**config.mk**
```make
export PLATFORM = sky130hd
export DESIGN_NAME = writeback
export DESIGN_NICKNAME = d
export VERILOG_FILES = /design/src/rtl/writeback_pkg.sv /design/src/rtl/writeback_load_align.sv /design/src/rtl/writeback.sv
export SDC_FILE = /design/constraint.sdc
export NUM_CORES = 1
export LEC_CHECK = 0
export CAP_MARGIN = 20
export CORE_UTILIZATION = 44
export CTS_BUF_LIST = sky130_fd_sc_hd__clkbuf_4 sky130_fd_sc_hd__clkbuf_8 sky130_fd_sc_hd__clkbuf_16
export DETAILED_ROUTE_END_ITERATION = 7
export PLACE_DENSITY = 0.87
export SKIP_LAST_GASP = 1
export SLEW_MARGIN = 30
export SYNTH_ARGS = -nofsm -noshare
export SYNTH_HDL_FRONTEND = slang
export SYNTH_SLANG_ARGS = --single-unit
```
**constraint.sdc**
```tcl
create_clock -name clk -period 4.55 [get_ports clk]
set_clock_uncertainty 0.2 [all_clocks]
set_input_delay 0.91 -clock clk [delete_from_list [all_inputs] [get_ports clk]]
set_output_delay 0.91 -clock clk [all_outputs]
set_load 0.02 [all_outputs]
```
**src/rtl/writeback_pkg.sv**
```systemverilog
// Shared encodings for the writeback stage: result-source select, load funct3,
// the stage state enum and the control-FSM state codes it hands back.
package writeback_pkg;

  localparam logic [1:0] WB_SEL_ALU  = 2'b00;
  localparam logic [1:0] WB_SEL_MEM  = 2'b01;
  localparam logic [1:0] WB_SEL_PC4  = 2'b10;
  localparam logic [1:0] WB_SEL_NONE = 2'b11;

  localparam logic [2:0] F3_LB  = 3'b000;
  localparam logic [2:0] F3_LH  = 3'b001;
  localparam logic [2:0] F3_LW  = 3'b010;
  localparam logic [2:0] F3_LBU = 3'b100;
  localparam logic [2:0] F3_LHU = 3'b101;

  // Codes from the core's control FSM (ctrl_states); wb_next is 3 bits wide.
  localparam logic [2:0] CTRL_STATE_FETCH = 3'd0;
  localparam logic [2:0] CTRL_STATE_WB    = 3'd4;

  typedef enum logic [1:0] {
    IDLE,
    WAIT_MEM,
    WRITE
  } wb_state_t;

endpackage

```
**src/rtl/writeback_load_align.sv**
```systemverilog
// Load aligner: picks the byte/halfword lane from a word-aligned read,
// sign/zero-extends it and flags misaligned or illegal load encodings.
module load_align
  import writeback_pkg::*;
(
  input  logic [1:0]  addr,
  input  logic [2:0]  funct3,
  input  logic [31:0] mem_rdata,
  output logic [31:0] data,
  output logic        fault
);

  logic [7:0]  byte_lane;
  logic [15:0] half_lane;

  // NOTE: every always_comb output gets a default first so no path can infer a latch.
  always_comb begin
    byte_lane = mem_rdata[7:0];
    case (addr)
      2'd1:    byte_lane = mem_rdata[15:8];
      2'd2:    byte_lane = mem_rdata[23:16];
      2'd3:    byte_lane = mem_rdata[31:24];
      default: byte_lane = mem_rdata[7:0];
    endcase
    half_lane = addr[1] ? mem_rdata[31:16] : mem_rdata[15:0];
  end

  always_comb begin
    data  = '0;
    fault = 1'b0;
    case (funct3)
      F3_LB:  data = {{24{byte_lane[7]}}, byte_lane};
      F3_LBU: data = {24'h0, byte_lane};
      F3_LH: begin
        data  = {{16{half_lane[15]}}, half_lane};
        fault = addr[0];
      end
      F3_LHU: begin
        data  = {16'h0, half_lane};
        fault = addr[0];
      end
      F3_LW: begin
        data  = mem_rdata;
        fault = |addr;
      end
      default: fault = 1'b1;
    endcase
  end

endmodule

```
**src/rtl/writeback.sv**
```systemverilog
// Writeback stage of the multi-cycle RV32I core: selects ALU/PC+4/load result
// and issues a one-cycle register-file write. Optional WB_LOAD_TIMEOUT_EN adds a
// WAIT_MEM watchdog (TIMEOUT_CYCLES) and the bus_timeout pulse.
module writeback
  import writeback_pkg::*;
#(
  parameter int TIMEOUT_CYCLES = 255
)
(
  input  logic        clk,
  input  logic        rst,
  input  logic        start,
  input  logic [1:0]  wb_sel,
  input  logic [4:0]  rd,
  input  logic [2:0]  funct3,
  input  logic [31:0] alu_result,
  input  logic [31:0] pc_plus4,
  input  logic        mem_rvalid,
  input  logic [31:0] mem_rdata,
  output logic        wr_en,
  output logic [4:0]  w_addr,
  output logic [31:0] w_data,
  output logic        done,
  output logic        busy,
  output logic        load_fault,
`ifdef WB_LOAD_TIMEOUT_EN
  output logic        bus_timeout,
`endif
  output logic [2:0]  wb_next
);

  wb_state_t   state;
  logic [2:0]  funct3_q;
  logic [1:0]  addr_q;

  logic [1:0]  al_addr;
  logic [2:0]  al_funct3;
  logic [31:0] al_data;
  logic        al_fault;

  // One aligner serves both the IDLE-time fault check (live inputs) and the
  // WAIT_MEM data path (captured address and funct3).
  assign al_addr   = (state == IDLE) ? alu_result[1:0] : addr_q;
  assign al_funct3 = (state == IDLE) ? funct3 : funct3_q;

  load_align u_load_align (
    .addr      (al_addr),
    .funct3    (al_funct3),
    .mem_rdata (mem_rdata),
    .data      (al_data),
    .fault     (al_fault)
  );

`ifdef WB_LOAD_TIMEOUT_EN
  localparam int CNT_W = (TIMEOUT_CYCLES > 255) ? $clog2(TIMEOUT_CYCLES + 1) : 8;
  localparam logic [CNT_W-1:0] CNT_LAST = CNT_W'(TIMEOUT_CYCLES - 1);
  logic [CNT_W-1:0] wait_cnt;
`endif

  // NOTE: capture registers (funct3_q, addr_q, wait_cnt) are not reset; they are
  // always written before being read, so only control state and outputs need it.
  always_ff @(posedge clk) begin
    if (rst) begin
      state      <= IDLE;
      wr_en      <= 1'b0;
      w_addr     <= '0;
      w_data     <= '0;
      done       <= 1'b0;
      busy       <= 1'b0;
      load_fault <= 1'b0;
`ifdef WB_LOAD_TIMEOUT_EN
      bus_timeout <= 1'b0;
`endif
      wb_next    <= CTRL_STATE_WB;
    end else begin
      wr_en      <= 1'b0;
      done       <= 1'b0;
      load_fault <= 1'b0;
`ifdef WB_LOAD_TIMEOUT_EN
      bus_timeout <= 1'b0;
`endif
      wb_next    <= CTRL_STATE_WB;

      case (state)
        IDLE: begin
          if (start) begin
            funct3_q <= funct3;
            addr_q   <= alu_result[1:0];
            w_addr   <= rd;
            busy     <= 1'b1;
            if (wb_sel == WB_SEL_MEM) begin
              if (al_fault) begin
                load_fault <= 1'b1;
                done       <= 1'b1;
                wb_next    <= CTRL_STATE_FETCH;
                state      <= WRITE;
              end else begin
`ifdef WB_LOAD_TIMEOUT_EN
                wait_cnt <= '0;
`endif
                state    <= WAIT_MEM;
              end
            end else begin
              wr_en   <= (rd != 5'd0) && (wb_sel != WB_SEL_NONE);
              w_data  <= (wb_sel == WB_SEL_PC4)  ? pc_plus4 :
                         (wb_sel == WB_SEL_NONE) ? 32'h0 : alu_result;
              done    <= 1'b1;
              wb_next <= CTRL_STATE_FETCH;
              state   <= WRITE;
            end
          end
        end

        WAIT_MEM: begin
          if (mem_rvalid) begin
            wr_en   <= (w_addr != 5'd0);
            w_data  <= al_data;
            done    <= 1'b1;
            wb_next <= CTRL_STATE_FETCH;
            state   <= WRITE;
          end
`ifdef WB_LOAD_TIMEOUT_EN
          else if (wait_cnt == CNT_LAST) begin
            bus_timeout <= 1'b1;
            done        <= 1'b1;
            wb_next     <= CTRL_STATE_FETCH;
            state       <= WRITE;
          end else begin
            wait_cnt <= wait_cnt + 1'b1;
          end
`endif
        end

        // Completion cycle: the registered pulses are visible now; go back to IDLE.
        WRITE: begin
          busy  <= 1'b0;
          state <= IDLE;
        end

        default: begin
          busy  <= 1'b0;
          state <= IDLE;
        end
      endcase
    end
  end

endmodule

```
# After elaboration in Yosys (flattened, before gate mapping)
# Cells that the tools add are included.
# totals
reg_bits,51
output_inout_bits,44
wordCells,78
# op_classes
n_eq_ne,15
n_mux,33
n_bitwise,5
reduce_logical,15
# op_table
cell,n
$mux W32,5
$pmux W32 S5,1
$pmux W32 S2,1
$pmux W8 S3,1
$mux W16,1
$mux W3,5
$mux W2,5
$reduce_bool A5 Y1,2
$eq A2 B2 Y1 const B,4
$mux W1,8
$ne A2 B2 Y1 const B,4
$eq A2 B1 Y1 const B,3
$eq A3 B3 Y1 const B,2
$pmux W1 S2,3
$pmux W3 S2,1
$reduce_and A2 Y1,3
$reduce_or A2 Y1,3
$not A1 Y1,5
$pmux W2 S2,1
$reduce_and A4 Y1,1
$reduce_or A4 Y1,1
$eq A3 B1 Y1 const B,1
$eq A3 B2 Y1 const B,1
$logic_not A3 Y1,1
5 further kinds,5

# Logic depth before layout (Yosys ltp)
# Gate-level depths: netlist of the first run.
# depth
word_depth,9
ltp_mapped,9
ltp_nobuf,6

# By module
# Synthesis of the first run repeated with hierarchy kept, for this count alone.
# hier_totals
hier_cells,409
area_unflattened_um2,3241.9
# modules_own_cells
module,n_inst,cells_each,area_per_inst_um2
writeback,1,293,2439.8
load_align,1,116,802.0

# Worst setup path before layout of the first run
# No wires, ideal clock.
# synth_path
path_type,in2reg
from,input alu_result[1]
to,register w_data[6]
setup_time_ns,0.117
arrival_time_ns,2.527
path_slack_ns,1.706
stages,6
path_buffers,1
cell_sequence,or3b_2 > and2_1 > clkbuf_1 > mux4_2 > a221o_1 > a32o_1
# synth_between
elab_chain_len,6
elab_cells_between_ends,9
classes_between,3 x eq/ne; 6 x mux
# synth_rtl
element,line_no,text
"start, declared",writeback.sv:16,"input logic [31:0] alu_result,"
$mux W2 (*),writeback.sv:43,assign al_addr = (state == IDLE) ? alu_result[1:0] : addr_q;
$eq A2 B2 Y1 / $eq A2 B1 Y1 (equally long branches),writeback_load_align.sv:19,case (addr)
$pmux W8 S3,writeback_load_align.sv:19,
$pmux W32 S5 (*),writeback_load_align.sv:31,case (funct3)
$mux W32 (*),writeback.sv:115,if (mem_rvalid) begin
$pmux W32 S2 (*),writeback.sv:84,case (state)
"end signal, assigned",writeback.sv:105,w_data <= (wb_sel == WB_SEL_PC4) ? pc_plus4 :
"end signal, assigned",writeback.sv:117,w_data <= al_data;
"end, declared",writeback.sv:22,"output logic [31:0] w_data,"
# Every way passes the cells marked *; elsewhere a longest branch is shown, timed or not. The select of a mux whose other input is x is not followed.
# A chain may end at the register's enable or synchronous reset.

# Worst setup path after layout of the first run
# layout_path
from,input wb_sel[1]
to,register w_data[10]
# layout_between
elab_chain_len,6
elab_cells_between_ends,10
classes_between,4 x eq/ne; 5 x mux; 1 x reduce/logical
# layout_rtl
element,line_no,text
"start, declared",writeback.sv:13,"input logic [1:0] wb_sel,"
$eq A2 B2 Y1,writeback.sv:106,(wb_sel == WB_SEL_NONE) ? 32'h0 : alu_result;
$mux W32,writeback.sv:106,
$mux W32,writeback.sv:105,
$mux W32,writeback.sv:91,if (wb_sel == WB_SEL_MEM) begin
$mux W32,writeback.sv:86,if (start) begin
$pmux W32 S2,writeback.sv:84,
# Parallel ways exist; a longest one is shown, timed or not. The select of a mux whose other input is x is not followed.

==> results.cfg, run 1 <==
[worst_setup_path]
cp.arrival_ns = 3.42
crit_fanout = 17
path_class = in2reg
rr_startpoint = state[0]
worst_ep_required_time_ns = 4.56
worst_setup_path_end_kind = register
cp-start-kind = input port
cp-startpoint = wb_sel[1]

[layout]
finalNetCount = 610
fin_area_sq_mm = 0.00470
diodes = 0
final_cell_mix = clkdlybuf4s50_1 (151), nor2_1 (46), a21oi_1 (44)
finalNonFillerCells = 581
drive_above_1_share_pct = 7.19
area_growth_pct = 53.5
num-fill-cells = 533
final_common_cell = clkdlybuf4s50_1

[detailed_routing]
drt-vias-per-instance = 6.05
drtPass1Iterations = 8
drt_iter0_drc = 365
num_vias = 3513
drtAntennaViolNets = 0
wire_per_inst_um = 18.2
route.detailed.drc = 0
wl_um = 10500

[clocking]
h-tree-depth = 2
path_clk_slew_ns = 0.09
cts_tree = built
cts_resized = 0
cts_hold_buf = 0
clkSinkCount = 49
numCtsBuffers = 5
post-cts-setup-buffers = 0
insertion_delay_ns = 0.30
root_buffer = clkbuf_8
cts.path.max_buffers = 2

[yosys]
synth_cell_types = 45
postSynthCellCount = 366
ys_seq_area_share_pct = 33.7
yosys_warnings = 0
synth_ff_type = dfxtp_1
avgSynthCellArea_sq_um = 8.37
synth_edf_count = 5
ys_ff_latch = 49
syn_area_sq_mm = 0.00306
synthArstFlopShare_pct = 0

[placed_design]
postPlaceCellArea_sq_mm = 0.00458
place_congestion = 0.912
dp_cells = 573
io_buffers = 151
dp_hpwl_um = 8020

[timing]
slew-limit-headroom_pct = 37.4
fmax_mhz = 293
tightest_slew_ns = 0.912
period_minus_slack_ns = 3.41
final_max_slew_viol_count = 0
setup_viol = 0
hold_viol_final = 0
finalCritPeriodShare_pct = 74.9
fin_setup_tns_ns = 0
grt_setup_unrepaired = false

[global_routing]
grt_max_degree = 36
grt_usage_pct = 28.9
grt_overflow = 0
grt_pass1_vias = 3517
grt_pass1_wl_um = 16600
antenna_found_initial = 0

[pwr]
power.leakage_nw = 1.72
powerDensity_mw_per_mm2 = 261
vdd_drop_max_v = 0.000247

[floorplanning]
die_w_um = 85.4
die_area_sq_mm = 0.00730
rows = 30
start_util_pct = 45.3
io_pins = 154
coreArea_sq_mm = 0.00676
die_h_um = 85.4

[hold_path]
hold_path.class = reg2reg
hp-start = w_data[6]

[run_status]
status = finished clean

[run]
cap_violations = 0
==> power breakdown <==
group,total [W],leakage [nW],internal [W],switching (W)
logic,0.000426,1.25,0.000221,0.000205
clock network,0.000312,0.0601,0.000163,0.000149
registers,0.000491,0.408,0.000468,0.0000225
==> worst paths after layout <==
check | cells past startpoint | slack (ns) | endpoint
min reg2reg | 1 | 0.28 | w_data[6]
min | 1 | 0.28 | w_data[6]
max | 7 | 1.14 | w_data[10]
max reg2reg | 5 | 1.38 | w_data[3]
==> sequential cells by signal (all words and copies together), names as in the netlist <==
| register | flops |
|---|---|
| done | 1 |
| wr_en | 1 |
| funct3_q | 3 |
| w_addr | 5 |
| wb_next | 1 |
| addr_q | 2 |
| state | 2 |
| load_fault | 1 |
| w_data | 32 |
| busy | 1 |
==> layout make-up <==
class	count	area (sq um)	share of cell area (%)
Inverter	4	15.0	0.319
Timing Repair Buffer	157	1560	33.1
Tap cell	80	100	2.13
Multi-Input combinational cell	283	1880	40.0
Clock buffer	8	115	2.45
Sequential cell	49	1030	22.0
==> metrics by stage <==
stage	power [W]	hold WS [ns]	setup WS [ns]	utilization, %
global route	0.00128	0.304	0.896	69.6
global placement	0.000912	0.259	1.01	67.9
detailed placement	0.000921	0.257	0.885	67.9
floorplan	0.000723	0.347	1.71	-
finish	0.00123	0.284	1.14	69.6
CTS	0.00123	0.283	1.04	69.6
==> kinds of logic after synthesis <==
| kind of cell | after synthesis | synth area share [%] |
|---|---|---|
| other cells | 1 | 0.122 |
| flops | 49 | 33.7 |
| compound gates | 129 | 29.1 |
| simple gates | 136 | 23.7 |
| mux | 16 | 8.17 |
| buf+inv | 35 | 5.19 |
==> critical path, stage by stage <==
cell and delay, ns:
clkdlybuf4s50_1 0.73, nand2b_1 0.20, nand3b_1 0.13, a21o_1 0.36, nor2_1 0.51, nand2_1 0.32
o22ai_1 0.26
==> layer usage <==
metal / routed length (um) / GRT usage, % / vias up / part of all wire (%)
met1: 4100 / 34.4 / 1641 / 39
met2: 5150 / 49.8 / 190 / 49
met5: 0 / 0 / - / 0
met3: 926 / 6.91 / 35 / 8.8
met4: 371 / 11.8 / 0 / 3.5
li1: - / - / 1647 / -
==> cell usage after synthesis (2+ instances only) <==
library cell,number,share of area [%]
and3_1,2,0.41
nor2_1,46,5.6
mux2i_1,7,2.3
nor2b_1,33,6.7
mux2_2,2,0.74
a21boi_0,2,0.49
mux4_2,7,5.1
a221o_1,7,2.3
or4_1,3,0.74
inv_1,4,0.49
edfxtp_1,5,4.9
o211ai_2,2,0.82
buf_4,2,0.49
nor3_1,12,2.0
nand2b_1,4,0.82
o21ai_0,18,2.9
a221oi_1,8,2.3
a211oi_1,16,3.9
nand2_1,12,1.5
a21o_1,4,0.98
buf_6,2,0.74
a31oi_4,2,1.4
clkbuf_1,23,2.8
o22ai_1,10,2.0
a32o_1,7,2.3
buf_2,4,0.65
dfxtp_1,44,29
a21oi_1,45,7.4
o21bai_1,2,0.49
nor4_1,15,3.1
nor4_2,2,0.82
No activity file was read; power rests on OpenSTA's default activity.
==> run 2, diff against run 1 <==
--- a/config.mk
+++ b/config.mk
@@ -6,10 +6,10 @@
 export NUM_CORES = 1
 export LEC_CHECK = 0
 export CAP_MARGIN = 20
-export CORE_UTILIZATION = 44
+export CORE_UTILIZATION = 41
 export CTS_BUF_LIST = sky130_fd_sc_hd__clkbuf_4 sky130_fd_sc_hd__clkbuf_8 sky130_fd_sc_hd__clkbuf_16
 export DETAILED_ROUTE_END_ITERATION = 7
-export PLACE_DENSITY = 0.87
+export PLACE_DENSITY = 0.82
 export SKIP_LAST_GASP = 1
 export SLEW_MARGIN = 30
 export SYNTH_ARGS = -nofsm -noshare
==> constraint.sdc (replaced) <==
create_clock -name clk -period 3.2 [get_ports clk]
set_clock_uncertainty 0.2 [all_clocks]
set_input_delay 0.64 -clock clk [delete_from_list [all_inputs] [get_ports clk]]
set_output_delay 0.64 -clock clk [all_outputs]
set_load 0.02 [all_outputs]
==> results.cfg, run 2 (synthesis gave the netlist of run 1 again) <==
[run_status]
status = finished clean

[detailed_routing]
num_vias = 3460
wire_per_inst_um = 17.4
drt_iter0_drc = 328
drtPass1Iterations = 4
drt-vias-per-instance = 5.69
wl_um = 10600
route.detailed.drc = 0
drtAntennaViolNets = 0

[clocking]
post-cts-setup-buffers = 0
numCtsBuffers = 5
cts_resized = 0
h-tree-depth = 2
cts.path.max_buffers = 2
cts_hold_buf = 0
insertion_delay_ns = 0.31
path_clk_slew_ns = 0.10
root_buffer = clkbuf_8
clkSinkCount = 49
cts_tree = built

[timing]
finalCritPeriodShare_pct = 92.1
final_max_slew_viol_count = 0
tightest_slew_ns = 0.873
timing.final.ws_setup_ns = 0.254
fmax_mhz = 339
hold_viol_final = 0
slew-limit-headroom_pct = 41.6
period_minus_slack_ns = 2.95
grt_setup_unrepaired = false
setup_viol = 0
hold_ws_ns = 0.283

[pwr]
vdd_drop_max_v = 0.000216
powerDensity_mw_per_mm2 = 386
power.internal_w = 0.00131
seqPwrFrac_pct = 37.4
clkPwrFrac_pct = 29.3
switching_share_pct = 29.8
power.leakage_nw = 1.77
switching_power_w = 0.000554
pwr-share-comb_pct = 33.4

[worst_setup_path]
critPathTopFamily = compound AO/OA/AOI/OAI gates
critPathBufInv = 1
cp_cell_sequence = clkdlybuf4s50_1 -> or3b_2 -> a21boi_0 -> o211ai_2 -> a21oi_1 -> a221oi_1 -> o22ai_1
worst_setup_path_end_kind = register
crit_slowest_cell = or3b_2
path_class = in2reg
crit_fanout = 8
cp-start-kind = input port
cp_slowest_stage_delay_ns = 0.52
worst_ep_required_time_ns = 3.24
cp.arrival_ns = 2.98
path_depth = 7
rr_worst_depth = 6
rrSetupSlack_ns = 0.41

[run]
cap_violations = 0

[layout]
diodes = 0
final_common_cell = clkdlybuf4s50_1
top_regs = w_data (32), w_addr (5), funct3_q (3)
postLayoutCoreUtil_pct = 66.4
top_register = w_data
largest_reg_flops = 32
area_growth_pct = 57.4
regArea_sq_mm = 0.00103
num-fill-cells = 613
final_cell_mix = clkdlybuf4s50_1 (151), nor2_1 (46), a21oi_1 (44), dfxtp_1 (44), nor2b_1 (32)
finalNetCount = 618
drive_above_1_share_pct = 8.45
finalNonFillerCells = 608
multiInputGateArea_sq_mm = 0.00188

[placed_design]
io_buffers = 151
dp_hpwl_um = 8260
place_congestion = 0.856
dp_cells = 600
dpl_worst_slack_ns = -0.0281

[global_routing]
antenna_found_initial = 0
top_usage_layer = met2
grtUsageMet1_pct = 32.4
grt_pass1_vias = 3319
grt_usage_pct = 26.9
grt_pass1_wl_um = 15900
grt_overflow = 0
grt_max_degree = 36
grt.met3_usage_pct = 4.38
use_met2_pct = 47.6

[floorplanning]
io_pins = 154
coreArea_sq_mm = 0.00725
rows = 31
die_w_um = 88.4
die_area_sq_mm = 0.00782
die_h_um = 88.4
start_util_pct = 42.2

[hold_path]
hold_path.class = reg2reg
worstHoldPathCells = 1
-- run 2: changes by cell type in the layout (fill, tap and decap cells not counted), sizes merged --
cell    change
buf         +8
bufinv      +2
clkbuf      -3
inv         +1
-- run 2: power groups by stage --
stage          Clock [W]  Sequential, W  Combinational, W
5_1_grt         0.000570       0.000700          0.000668
6_report        0.000544       0.000695          0.000620
2_1_floorplan          0       0.000752          0.000276
4_1_cts         0.000550       0.000695          0.000619
3_3_place_gp           0       0.000707          0.000604
3_5_place_dp           0       0.000709          0.000616
-- run 2: cell type report --
class / instances / area share [%]
well taps: 99 / 2.57
inverters: 4 / 0.312
clock inverters: 3 / 1.43
multi-input cells: 283 / 39.1
flip-flops and latches: 49 / 21.4
repair buffers: 165 / 33.8
clock buffers: 5 / 1.43
-- run 2: routing by layer --
| metal | part of all wire (%) | up-vias |
|---|---|---|
| met4 | 2.7 | 0 |
| met1 | 41 | 1609 |
| met2 | 49 | 163 |
| met3 | 7.6 | 31 |
| li1 | - | 1657 |
| met5 | 0 | - |
-- run 2: path summary, 6_finish.rpt --
kind | startpoint | end
setup reg to reg | state[1] | w_data[5]
setup / recovery | alu_result[1] | w_data[9]
hold reg to reg | w_data[2] | w_data[2]
hold / removal | w_data[2] | w_data[2]
-- run 2: metrics by stage --
stage | TNS [ns] | area (sq um) | power (W)
finish | 0 | 4820 | 0.00186
floorplan | 0 | 3070 | 0.00103
CTS | 0 | 4820 | 0.00186
global route | 0 | 4820 | 0.00194
detailed placement | -0.0734 | 4680 | 0.00133
global placement | 0 | 4680 | 0.00131
